[src/rtl/alu.sv]
// RV32I integer ALU with branch/jump resolution; optional M-extension multiplier under `ALU_MUL_EN.
// Latency: 1 cycle for base ops (registered result strobe); 4 cycles accept-to-strobe for MUL* when enabled.
// Backpressure: rdy=0 freezes everything; alu_busy (multiplier only, else constant 0) holds off dispatch.
`ifndef OP_WID
`define OP_WID 7
`endif
`ifndef FUNCT3_WID
`define FUNCT3_WID 3
`endif
`ifndef ROB_POS_WID
`define ROB_POS_WID 4
`endif
`ifndef OP_R_TYPE
`define OP_R_TYPE 7'b0110011
`define OP_I_TYPE 7'b0010011
`define OP_LUI    7'b0110111
`define OP_AUIPC  7'b0010111
`define OP_JAL    7'b1101111
`define OP_JALR   7'b1100111
`define OP_BRANCH 7'b1100011
`endif

module alu (
    input  logic                    clk,
    input  logic                    rst,
    input  logic                    rdy,
    input  logic                    rollback,
    input  logic                    alu_en,
    input  logic [31:0]             alu_val1,
    input  logic [31:0]             alu_val2,
    input  logic [31:0]             alu_imm,
    input  logic [31:0]             alu_pc,
    input  logic [`OP_WID-1:0]      alu_opcode,
    input  logic [`FUNCT3_WID-1:0]  alu_funct3,
    input  logic                    alu_funct7,
    input  logic                    alu_mul,
    input  logic [`ROB_POS_WID-1:0] alu_rob_pos,
    output logic                    alu_busy,
    output logic                    result,
    output logic [31:0]             result_val,
    output logic [`ROB_POS_WID-1:0] result_rob_pos,
    output logic                    result_jump,
    output logic [31:0]             result_pc
);
    logic        is_r;
    logic [31:0] op2;
    logic [4:0]  shamt;
    logic [31:0] pc4;
    logic [31:0] calc_val;
    logic [31:0] calc_pc;
    logic        calc_jump;
    logic        take;
    logic        accept_alu;

    always_comb begin
        is_r      = (alu_opcode == `OP_R_TYPE);
        op2       = is_r ? alu_val2 : alu_imm;
        shamt     = op2[4:0];
        pc4       = alu_pc + 32'd4;
        calc_val  = '0;
        calc_pc   = pc4;
        calc_jump = 1'b0;
        take      = 1'b0;
        case (alu_opcode)
            `OP_R_TYPE, `OP_I_TYPE: begin
                case (alu_funct3)
                    3'd0:    calc_val = (alu_funct7 && is_r) ? alu_val1 - op2 : alu_val1 + op2;
                    3'd1:    calc_val = alu_val1 << shamt;
                    3'd2:    calc_val = {31'd0, $signed(alu_val1) < $signed(op2)};
                    3'd3:    calc_val = {31'd0, alu_val1 < op2};
                    3'd4:    calc_val = alu_val1 ^ op2;
                    3'd5:    calc_val = alu_funct7 ? 32'($signed(alu_val1) >>> shamt) : alu_val1 >> shamt;
                    3'd6:    calc_val = alu_val1 | op2;
                    default: calc_val = alu_val1 & op2;
                endcase
`ifdef ALU_MUL_EN
                // Divide encodings have no divider behind them: single-cycle zero.
                if (is_r && alu_mul && alu_funct3[2])
                    calc_val = '0;
`endif
            end
            `OP_LUI:   calc_val = alu_imm;
            `OP_AUIPC: calc_val = alu_pc + alu_imm;
            `OP_JAL: begin
                calc_val  = pc4;
                calc_jump = 1'b1;
                calc_pc   = alu_pc + alu_imm;
            end
            `OP_JALR: begin
                calc_val  = pc4;
                calc_jump = 1'b1;
                calc_pc   = (alu_val1 + alu_imm) & ~32'd1;
            end
            `OP_BRANCH: begin
                case (alu_funct3)
                    3'd0:    take = (alu_val1 == alu_val2);
                    3'd1:    take = (alu_val1 != alu_val2);
                    3'd4:    take = ($signed(alu_val1) < $signed(alu_val2));
                    3'd5:    take = ($signed(alu_val1) >= $signed(alu_val2));
                    3'd6:    take = (alu_val1 < alu_val2);
                    3'd7:    take = (alu_val1 >= alu_val2);
                    default: take = 1'b0;
                endcase
                calc_jump = take;
                calc_pc   = take ? alu_pc + alu_imm : pc4;
            end
            default: ;
        endcase
    end

`ifdef ALU_MUL_EN
    typedef enum logic [1:0] {IDLE, MUL, DONE} state_t;

    state_t                  state;
    state_t                  state_nxt;
    logic                    is_mul;
    logic                    mul_fire;
    logic [1:0]              cnt;
    logic [31:0]             m_a;
    logic [31:0]             m_b;
    logic [1:0]              m_f3;
    logic [31:0]             m_pc;
    logic [`ROB_POS_WID-1:0] m_rob;
    logic signed [32:0]      mul_a;
    logic signed [32:0]      mul_b;
    logic signed [65:0]      mul_prod;
    logic [31:0]             mul_val;
    logic                    unused_prod;

    assign is_mul     = is_r && alu_mul && !alu_funct3[2];
    assign accept_alu = alu_en && !rollback && (state == IDLE) && !is_mul;
    assign mul_fire   = (state == DONE) && !rollback;

    always_ff @(posedge clk or negedge rst) begin
        if (!rst)
            state <= IDLE;
        else if (rdy)
            state <= state_nxt;
    end

    always_comb begin
        state_nxt = state;
        case (state)
            IDLE:    if (alu_en && is_mul) state_nxt = MUL;
            MUL:     if (cnt == 2'd1) state_nxt = DONE;
            default: state_nxt = IDLE;
        endcase
        if (rollback)
            state_nxt = IDLE;
    end

    always_ff @(posedge clk or negedge rst) begin
        if (!rst) begin
            cnt      <= '0;
            m_a      <= '0;
            m_b      <= '0;
            m_f3     <= '0;
            m_pc     <= '0;
            m_rob    <= '0;
            alu_busy <= 1'b0;
        end else if (rdy) begin
            if (state == IDLE && state_nxt == MUL) begin
                cnt   <= '0;
                m_a   <= alu_val1;
                m_b   <= alu_val2;
                m_f3  <= alu_funct3[1:0];
                m_pc  <= alu_pc;
                m_rob <= alu_rob_pos;
            end else if (state == MUL) begin
                cnt <= cnt + 2'd1;
            end
            // Busy spans the strobe cycle so no dispatch lands on the DONE->IDLE edge.
            alu_busy <= (state_nxt != IDLE) || mul_fire;
        end
    end

    // funct3[1:0]: 0 MUL, 1 MULH (s*s), 2 MULHSU (s*u), 3 MULHU (u*u).
    assign mul_a       = {(m_f3 != 2'd3) & m_a[31], m_a};
    assign mul_b       = {(m_f3 == 2'd1) & m_b[31], m_b};
    assign mul_prod    = mul_a * mul_b;
    assign mul_val     = (m_f3 == 2'd0) ? mul_prod[31:0] : mul_prod[63:32];
    assign unused_prod = ^mul_prod[65:64];
`else
    logic unused_mul;

    assign accept_alu = alu_en && !rollback;
    assign alu_busy   = 1'b0;
    assign unused_mul = alu_mul;
`endif

    always_ff @(posedge clk or negedge rst) begin
        if (!rst) begin
            result         <= 1'b0;
            result_val     <= '0;
            result_rob_pos <= '0;
            result_jump    <= 1'b0;
            result_pc      <= '0;
        end else if (rdy) begin
            result <= accept_alu;
            if (accept_alu) begin
                result_val     <= calc_val;
                result_rob_pos <= alu_rob_pos;
                result_jump    <= calc_jump;
                result_pc      <= calc_pc;
            end
`ifdef ALU_MUL_EN
            else if (mul_fire) begin
                result         <= 1'b1;
                result_val     <= mul_val;
                result_rob_pos <= m_rob;
                result_jump    <= 1'b0;
                result_pc      <= m_pc + 32'd4;
            end
`endif
        end
    end
endmodule

[config.mk]
export PLATFORM = sky130hd
export DESIGN_NAME = alu
export DESIGN_NICKNAME = d
export VERILOG_FILES = /design/src/rtl/alu.sv
export SDC_FILE = /design/constraint.sdc
export NUM_CORES = 1
export LEC_CHECK = 0
export CELL_PAD_IN_SITES_DETAIL_PLACEMENT = 0
export CELL_PAD_IN_SITES_GLOBAL_PLACEMENT = 2
export CORE_MARGIN = 1.5
export CORE_UTILIZATION = 41
export CTS_CLUSTER_SIZE = 30
export DETAILED_ROUTE_END_ITERATION = 16
export DONT_BUFFER_PORTS = 1
export HOLD_SLACK_MARGIN = 0.06
export PLACE_DENSITY_LB_ADDON = 0.1
export SYNTH_ARGS = -nofsm -noshare
export SYNTH_HDL_FRONTEND = slang
export SYNTH_SLANG_ARGS = --single-unit
[constraint.sdc]
create_clock -name clk -period 3.3 [get_ports clk]
set_input_delay 0.33 -clock clk [delete_from_list [all_inputs] [get_ports clk]]
set_output_delay 0.33 -clock clk [all_outputs]
set_load 0.02 [all_outputs]
* Yosys cells after proc, flatten, opt, wreduce, memory -nomap -nowiden
Cells that the tools add are included.
Storage, ports and cells: register bits after elaboration 70, logic and storage cells 55
Cells by class: $lt $le $gt $ge 6, add/sub/neg operators 5, equality and inequality tests 16, reductions and logical operators 7, shifts and indexed selects 3, bitwise operators 3, mux-type cells 10
Operators by type and width (number):
- $pmux 32 s7 | 1
- $lt 32x32->1 | 4
- $mux 32 | 4
- $pmux 32 s4 | 1
- $add 32x32->32 | 3
- $pmux 32 s3 | 1
- $ge 32x32->1 | 2
- $add 32x3->32 const B | 1
- $and 32x32->32 | 1
- $eq 32x32->1 | 1
- $ne 32x32->1 | 1
- $or 32x32->32 | 1
- $shl 32x5->32 | 1
- $shr 32x5->32 | 1
- $sshr 32x5->32 | 1
- $sub 32x32->32 | 1
- $xor 32x32->32 | 1
- $eq 7x7->1 const B | 3
- $eq 7x5->1 const B | 2
- $eq 7x6->1 const B | 2
- $eq 3x3->1 const B | 4
- $eq 3x2->1 const B | 2
- $pmux 1 s6 | 1
- $reduce_or 2->1 | 2
- 7 further kinds | 8

* Depth between registers and ports, before layout
Gate-level depths: netlist of run 1.
word-level depth 6, mapped depth 23

* Least setup slack after synthesis of run 1
OpenSTA, ideal clock, no wires.
path type in2reg, from input alu_opcode[2], to register result_val[31], stages on the path 21, buffers on the path 7, data arrival time 4539 ps, setup slack -1325 ps, data required time 3213 ps, cells stage by stage buf_2 > and4b_1 > buf_2 > nand2_1 > buf_2 > buf_2 > buf_1 > clkbuf_1 > a21o_1 > inv_1 > ha_1 > clkbuf_1 > clkinv_1 > nor3_1 > nor4b_1 > nor3_1 > o31ai_1 > nor4_1 > a211o_1 > xor2_1 > o211ai_1
On the way: word-level cells in the longest chain between the ends 6, elaborated cells on any way between the ends 22
Ends and longest elaborated chain:
- start: declaration | RTL line 33 | input logic [`OP_WID-1:0] alu_opcode,
- $eq 7x6->1 | RTL line 64 | case (alu_opcode)
- $mux 32 | RTL line 57 | op2 = is_r ? alu_val2 : alu_imm;
- $add 32x32->32, or another cell as far along | RTL line 67 | 3'd0: calc_val = (alu_funct7 && is_r) ? alu_val1 - op2 : alu_val1 + op2;
- $mux 32, on equally long branches | RTL line 67, 72
- $pmux 32 s7 | RTL line 66 | case (alu_funct3)
- $pmux 32 s4 (*) | RTL line 64
- end signal: assignment | RTL line 201 | result_val <= calc_val;
- end: declaration | RTL line 40 | output logic [31:0] result_val,
Mark *: on every way between the ends. The rest lies on a longest branch, timed or not. A chain may end at the register's enable or synchronous reset.

* Final worst setup path of run 1
from input alu_opcode[3], to register result_val[31]
The elaborated chain is that of the path after synthesis.

==> results of run 1 <==
## synthesized netlist by cell type, types with 14 or more instances
| library cell | number | area share |
|---|---|---|
| a211oi_1 | 78 | 0.031 |
| a21boi_0 | 14 | 0.0055 |
| a21o_1 | 68 | 0.027 |
| a21oi_1 | 260 | 0.068 |
| a221oi_1 | 36 | 0.017 |
| a222oi_1 | 16 | 0.0084 |
| a22oi_1 | 25 | 0.0098 |
| a311oi_1 | 27 | 0.012 |
| a31oi_1 | 39 | 0.013 |
| and3_1 | 26 | 0.0085 |
| buf_1 | 23 | 0.0045 |
| buf_2 | 24 | 0.0063 |
| clkbuf_1 | 119 | 0.023 |
| dfrtp_1 | 70 | 0.092 |
| ha_1 | 185 | 0.12 |
| inv_1 | 147 | 0.029 |
| mux2i_1 | 70 | 0.037 |
| mux4_2 | 27 | 0.032 |
| nand2_1 | 284 | 0.056 |
| nand2b_1 | 45 | 0.015 |
| nand3_1 | 82 | 0.022 |
| nand4_1 | 26 | 0.0085 |
| nor2_1 | 231 | 0.046 |
| nor2b_1 | 16 | 0.0053 |
| nor3_1 | 55 | 0.014 |
| nor4_1 | 17 | 0.0056 |
| o211ai_1 | 47 | 0.019 |
| o21ai_0 | 180 | 0.047 |
| o21bai_1 | 24 | 0.0095 |
| o221ai_1 | 32 | 0.015 |
| o22ai_1 | 17 | 0.0056 |
| o31ai_1 | 27 | 0.011 |
| xnor2_1 | 74 | 0.034 |
| xor2_1 | 52 | 0.024 |
## per-layer routing
layer,vias up,share of wire,track usage
met5,-,0,0
met4,0,0.077,0.300
met3,494,0.13,0.131
met2,2042,0.42,0.722
met1,12408,0.38,0.609
li1,11203,-,-
## sequential cells by signal, summed over array words and instances (netlist names)
register and cells:
result_val 32, result_rob_pos 4, result_jump 1, result_pc 32, result 1
## final timing paths
path                                                 start                         end  slack, ps
worst max-delay path                         alu_opcode[3]  result_val[31]$_DFFE_PN0P_       -120
worst min-delay path                             alu_pc[0]    result_pc[0]$_DFFE_PN0P_        140
worst max register to register  result_val[12]$_DFFE_PN0P_  result_val[12]$_DFFE_PN0P_       1420
worst min register to register   result_pc[20]$_DFFE_PN0P_   result_pc[20]$_DFFE_PN0P_        630
max in group asynchronous                              rst  result_val[19]$_DFFE_PN0P_       2330
min in group asynchronous                              rst   result_val[9]$_DFFE_PN0P_        540
## area by class of cell
| type | count | area share |
|---|---|---|
| diodes | 1 | 0.0000970 |
| clock buffers | 10 | 0.00926 |
| clock inverters | 6 | 0.00272 |
| inverters | 155 | 0.0233 |
| multi-input cells | 2318 | 0.674 |
| flip-flops and latches | 70 | 0.0679 |
| well taps | 600 | 0.0291 |
| repair buffers | 621 | 0.194 |
## per-stage QoR
step,instance area (sq um),util,TNS [ps],total power (uW)
3_5_place_dp,23800,0.523,-20990,4780
3_3_place_gp,23800,0.523,-18760,4740
6_report,25800,0.566,-413,6430
4_1_cts,24700,0.543,-96.8,6040
5_1_grt,25800,0.566,-1720,6680
2_1_floorplan,19500,-,-13820,3260
## logic make-up after synthesis
family | share of synthesized area
AOI/OAI and AO/OA | 0.374
and+or+nand+nor | 0.206
buffers and inverters | 0.0708
adders and majority gates | 0.125
xor gates and xnor gates | 0.0579
muxes | 0.0746
DFF | 0.0919
other | 0.000197
## power by group through the flow
stage / Combinational [uW] / Sequential (uW) / Clock, uW
floorplan: 2160 / 1100 / 0
global placement: 3610 / 1120 / 0
detailed placement: 3650 / 1130 / 0
CTS: 3800 / 1110 / 1130
global route: 4400 / 1120 / 1150
finish: 4190 / 1110 / 1130
## what timing repair did
action                                  in CTS  in global routing
endpoints found under the setup margin      28                 31
resized for setup                           81                196
endpoints found under the hold margin       76                  0
hold buffers                                 8                  0
setup buffers                               15                 20
pin swaps                                   20                 72
cloned                                       2                  3
==> results.md, run 1 <==
- Global-route wire length before repair: 168000 um
- RSZ-0062 raised after global routing: true
- Die H: 219 um
- Crit path max fanout: 17
- Status: finished with violations
- Kind of end point of the critical path: flop
- Placer Congestion: 1.16
- Minimum clock period: 3420 ps
- Hold Violations, Final: 0
- Area occupied by multi-input gates: 17400 sq um
- DIE WIDTH: 219 um
- Max_cap viols: 0
- GR Util All Layers: 0.482
- Dominant synthesized flop cell: dfrtp_1
- Worst Path Required: 3620 ps
- Initial antenna violation count: 0
- #FFs+latches synth: 70
- Hold path cells: 2
- Initial core utilization: 0.418
- 1st-pass router iterations: 7
- Fin cells: 3781
- Synth Cell Area: 19100 sq um
- Most frequent cells in the layout: 574 x buf_4, 278 x nand2_1, 235 x a21oi_1
- Crit-path cells: nor3b_4, nand2_4, clkbuf_16, nor2_1, a21o_1, inv_2, ha_4, buf_4, inv_1, o21ai_1, a21oi_1, nor2_1, o311ai_2, buf_4, a2111oi_4, o21ai_1, a211o_1, xor2_1, o211ai_1
- DR vias: 26147
- Clk network pwr share: 0.176
- Peak VDD IR: 0.000302 V
- Hold WC Path Type: input port to flop
- ANT nets after route: 0
- EDFF count, synth: 0
- Syn Nets: 3056
- H-tree levels: 3
- Most common cell after layout, fill and taps aside: buf_4
- Internal power: 3390 uW
- Sw Pwr: 3050 uW
- Drt via density: 6.92
- Clk_skew: 0 ps
- Number of DRC markers in iteration 0: 3729
- Worst path slowest cell: a2111oi_4
- Residual DRC: 0
- Port Buffer Count: 0
- Std cell rows: 78
- Reg clk slew, reported paths: 70 ps
- Syn-to-layout area delta: 35.4%
- Core Area: 45600 sq um
- Register area share after synthesis: 0.0919
- Flop pwr share: 0.173
- Delay-heaviest family, CP: compound AO/OA/AOI/OAI gates
- DR WL/cell: 31.3 um
- Grt total ovfl: 0
- Placed Cells: 3720
- Max stage delay on crit path: 340 ps
- Ports: 220
- Slew @ Worst Pin: 808 ps
- Critical Path Start Type: input port
- CTS tree: built
- Mean post-synth cell area: 7.01 sq um
- Post-route clock period utilization: 1.04
- Sw frac: 0.473
- PD cells: 249 nW/um^2
- Clock Latency Late Sink: 390 ps
- Setup Crit Path Kind: input port to flop
- Final net count: 3512
- CTS root buffer: clkbuf_16
- Final setup fails: 8
- Max Freq: 293 MHz
- HPWL Detailed: 92200 um
- Post-route setup slack: -117 ps
- Slew margin rel.: 0.457
- Clk buf depth: 2
- Dpl ws: -813 ps
- Worst reg-to-reg path cell count: 6
- Max-slew violations: 0
- Fraction of layout cells with a size suffix above 1: 0.294
- Yosys warnings: 0
- Vias in the first global route: 24568
- Critical Path Stages: 19
- Sequential Area: 1750 sq um
- Die area: 47800 sq um
- Hold slack: 143 ps
- Largest net degree at the start of global routing: 71
- CTS Buf Count: 9
- Failing checks: negative setup slack
- FFs w/ async S/R, synth: 1.00
- Buf/Inv on CP: 5
- LEAKAGE: 0.0112 uW
- CTS Sinks: 70
- Final WL: 118000 um
- Fillers: 4365
- Mapped Cells: 2719
- Crit path DAT: 3730 ps
- Unique masters post-synth: 97
- Logic pwr share: 0.651
(Power assumes the default switching activity.)
==> inputs of run 2 (changes only) <==
Settings changed: CORE_MARGIN 1.5 to 2, SKIP_CTS_REPAIR_TIMING set to 1.
==> run 2 against run 1 <==
The run still ends with negative setup slack left; core utilization decreased by 0.96 points; worst setup slack improved by 60 ps; total power decreased by 1.7%; final area decreased by 1.5%; sequential power about the same; global-route usage decreased by 2.0 points; count of clock-buffer cells in the layout unchanged; routed wire length decreased by 2.3%; sequential share of layout area increased by 0.10 points; worst hold slack got worse by 100 ps.
==> results.md, run 2 (synthesis results as in run 1) <==
- Clk_skew: 0 ps (unchanged)
- Peak VDD IR: 0.000258 V (-15%)
- Slew @ Worst Pin: 791 ps (-16.8 ps)
- Most Frequent Cell on Critical Path: buf_4
- Post-DP Area: 23700 sq um (-0.50%)
- Clk network pwr share: 0.181 (+0.005)
- Cell area after layout: 25400 sq um (-1.5%)
- Die area: 48200 sq um (+0.92%)
- Max Freq: 298 MHz (+1.8%)
- Minimum clock period: 3360 ps (-59.8 ps)
- Most frequent cells in the layout: 557 x buf_4, 281 x nand2_1, 234 x a21oi_1
- PD cells: 249 nW/um^2 (-0.17%)
- Fillers: 4464 (+2.3%)
- RSZ-0062 raised after global routing: true
- Crit path DAT: 3610 ps (-120 ps)
- Delay-heaviest family, CP: compound AO/OA/AOI/OAI gates
- CTS Buf Count: 9 (unchanged)
- Max stage delay on crit path: 360 ps (+20 ps)
- CTS tree: built
- Fraction of layout cells with a size suffix above 1: 0.278 (-0.0161)
- Drt via density: 6.89 (-0.36%)
- Reg clk slew, reported paths: 70 ps (about the same)
- Crit-path cells: and4b_2, nand2_8, buf_8, nor2_1, a21o_1, inv_2, ha_4, buf_4, a31o_2, a221oi_4, o311ai_4, nor3_2, o31ai_1, buf_4, nor4_4, a211o_1, xor2_1, o211ai_1
- Initial core utilization: 0.417 (-0.000893)
- Post-route setup slack: -57.5 ps (+59.8 ps)
- Pwr Total: 6330 uW (-1.7%)
- Syn-to-layout area delta: 33.4%
- DR vias: 25854 (-1.1%)
- Clock Latency Late Sink: 390 ps (about the same)
- Sw Pwr: 2990 uW (-1.8%)
- Setup Crit Path Kind: input port to flop
- Worst path slowest cell: and4b_2
- Residual DRC: 0 (unchanged)
- Final setup fails: 4 (-4)
- ANT nets after route: 0 (unchanged)
- Sw frac: 0.472 (-0.000947)
- H-tree levels: 3 (unchanged)
- DR WL/cell: 30.9 um (-1.6%)
- Placer Congestion: 1.13 (-2.2%)
- HPWL Detailed: 90700 um (-1.7%)
- Max-slew violations: 0 (unchanged)
- Post-route clock period utilization: 1.02 (-0.0181)
- CTS root buffer: clkbuf_16
- LEAKAGE: 0.0109 uW (-2.4%)
- Vias in the first global route: 24385 (-0.74%)
- Hold Violations, Final: 0 (unchanged)
- Failing checks: negative setup slack
- Critical Path Start Type: input port
- GR Util All Layers: 0.461 (-0.0204)
- Hold WC Path Type: input port to flop
- Global-route wire length before repair: 163000 um (-2.9%)
- Largest net degree at the start of global routing: 71 (unchanged)
- CTS Sinks: 70 (unchanged)
- Final WL: 116000 um (-2.3%)
- Std cell rows: 78 (unchanged)
- Core Area: 45700 sq um (+0.21%)
- Port Buffer Count: 0 (unchanged)
- Flop pwr share: 0.175 (+0.002)
- Number of DRC markers in iteration 0: 3766 (+0.99%)
- Slew margin rel.: 0.472 (+0.0153)
- Ports: 220 (unchanged)
- Initial antenna violation count: 4 (+4)
- Kind of end point of the critical path: flop
- DIE WIDTH: 220 um (+0.46%)
- 1st-pass router iterations: 9 (+2)
- Largest registers: result_pc (32), result_val (32), result_rob_pos (4)
- Logic pwr share: 0.644 (-0.007)
- Internal power: 3340 uW (-1.5%)
- Crit path max fanout: 18 (+1)
- Max_cap viols: 0 (unchanged)
- Worst Path Required: 3560 ps (-60 ps)
- Buf/Inv on CP: 4 (-1)
- Final net count: 3484 (-0.80%)
- Die H: 220 um (+0.46%)
- Clk buf depth: 2 (unchanged)
- # diodes: 0 (-1)
- Grt total ovfl: 0 (unchanged)
- Status: finished with violations
- Most common cell after layout, fill and taps aside: buf_4
## run 2: cell count changes in the layout (fill, tap and decap cells not counted), moves of 5 or more
cell | previous run | this run
a21o_1 | 61 | 67
a221oi_1 | 24 | 31
a221oi_2 | 12 | 6
buf_4 | 574 | 557
buf_6 | 25 | 19
ha_1 | 156 | 150
inv_1 | 128 | 134
o21ai_1 | 25 | 19
xnor2_1 | 69 | 74
xnor2_2 | 5 | 0
## run 2: per-layer routing
metal / global-route usage / vias up / part of all wire
met4: 0.274 / 6 / 0.073
met5: 0 / - / 0.00032
met1: 0.590 / 12334 / 0.38
met2: 0.695 / 1961 / 0.41
met3: 0.122 / 417 / 0.13
li1: - / 11136 / -
## run 2: final cells by class
class                   count  area, sq um  share of cell area
clock buffers              10          239             0.00940
clock inverters             6         70.1             0.00276
inverters                 155          599              0.0236
multi-input cells        2318        17300               0.680
flip-flops and latches     70         1750              0.0689
well taps                 600          751              0.0295
repair buffers            593         4710               0.185
## run 2: worst paths after layout
check / startpoint / to / slack [ps] / depth (start not counted)
max reg2reg: result_val[12]$_DFFE_PN0P_ / result_val[12]$_DFFE_PN0P_ / 1460 / 6
max: alu_opcode[2] / result_val[31]$_DFFE_PN0P_ / -60 / 18
min: alu_rob_pos[0] / result_rob_pos[0]$_DFFE_PN0P_ / 40 / 2
min reg2reg: result_pc[4]$_DFFE_PN0P_ / result_pc[4]$_DFFE_PN0P_ / 630 / 2
max in group asynchronous: rst / result_pc[7]$_DFFE_PN0P_ / 2240 / 2
min in group asynchronous: rst / result_val[9]$_DFFE_PN0P_ / 500 / 2
## run 2: per-stage QoR
stage                     hold slack (ps)  utilization  setup slack (ps)  cells  setup TNS, ps
final                                40.3        0.556             -57.5   3752           -158
after global routing                 63.9        0.556              -183   3752           -860
after global placement               41.7        0.519              -755   3705         -17390
after detailed placement             40.4        0.519              -781   3705         -22220
after CTS                            -377        0.526              -384   3721          -5050
after floorplan                      34.4            -              -670   2719         -13820
## run 2: power groups by stage
stage / Combinational (uW) / Clock (uW) / Sequential (uW)
floorplan: 2160 / 0 / 1100
global placement: 3580 / 0 / 1120
detailed placement: 3620 / 0 / 1130
CTS: 3640 / 1140 / 1110
global route: 4300 / 1180 / 1120
finish: 4070 / 1140 / 1110
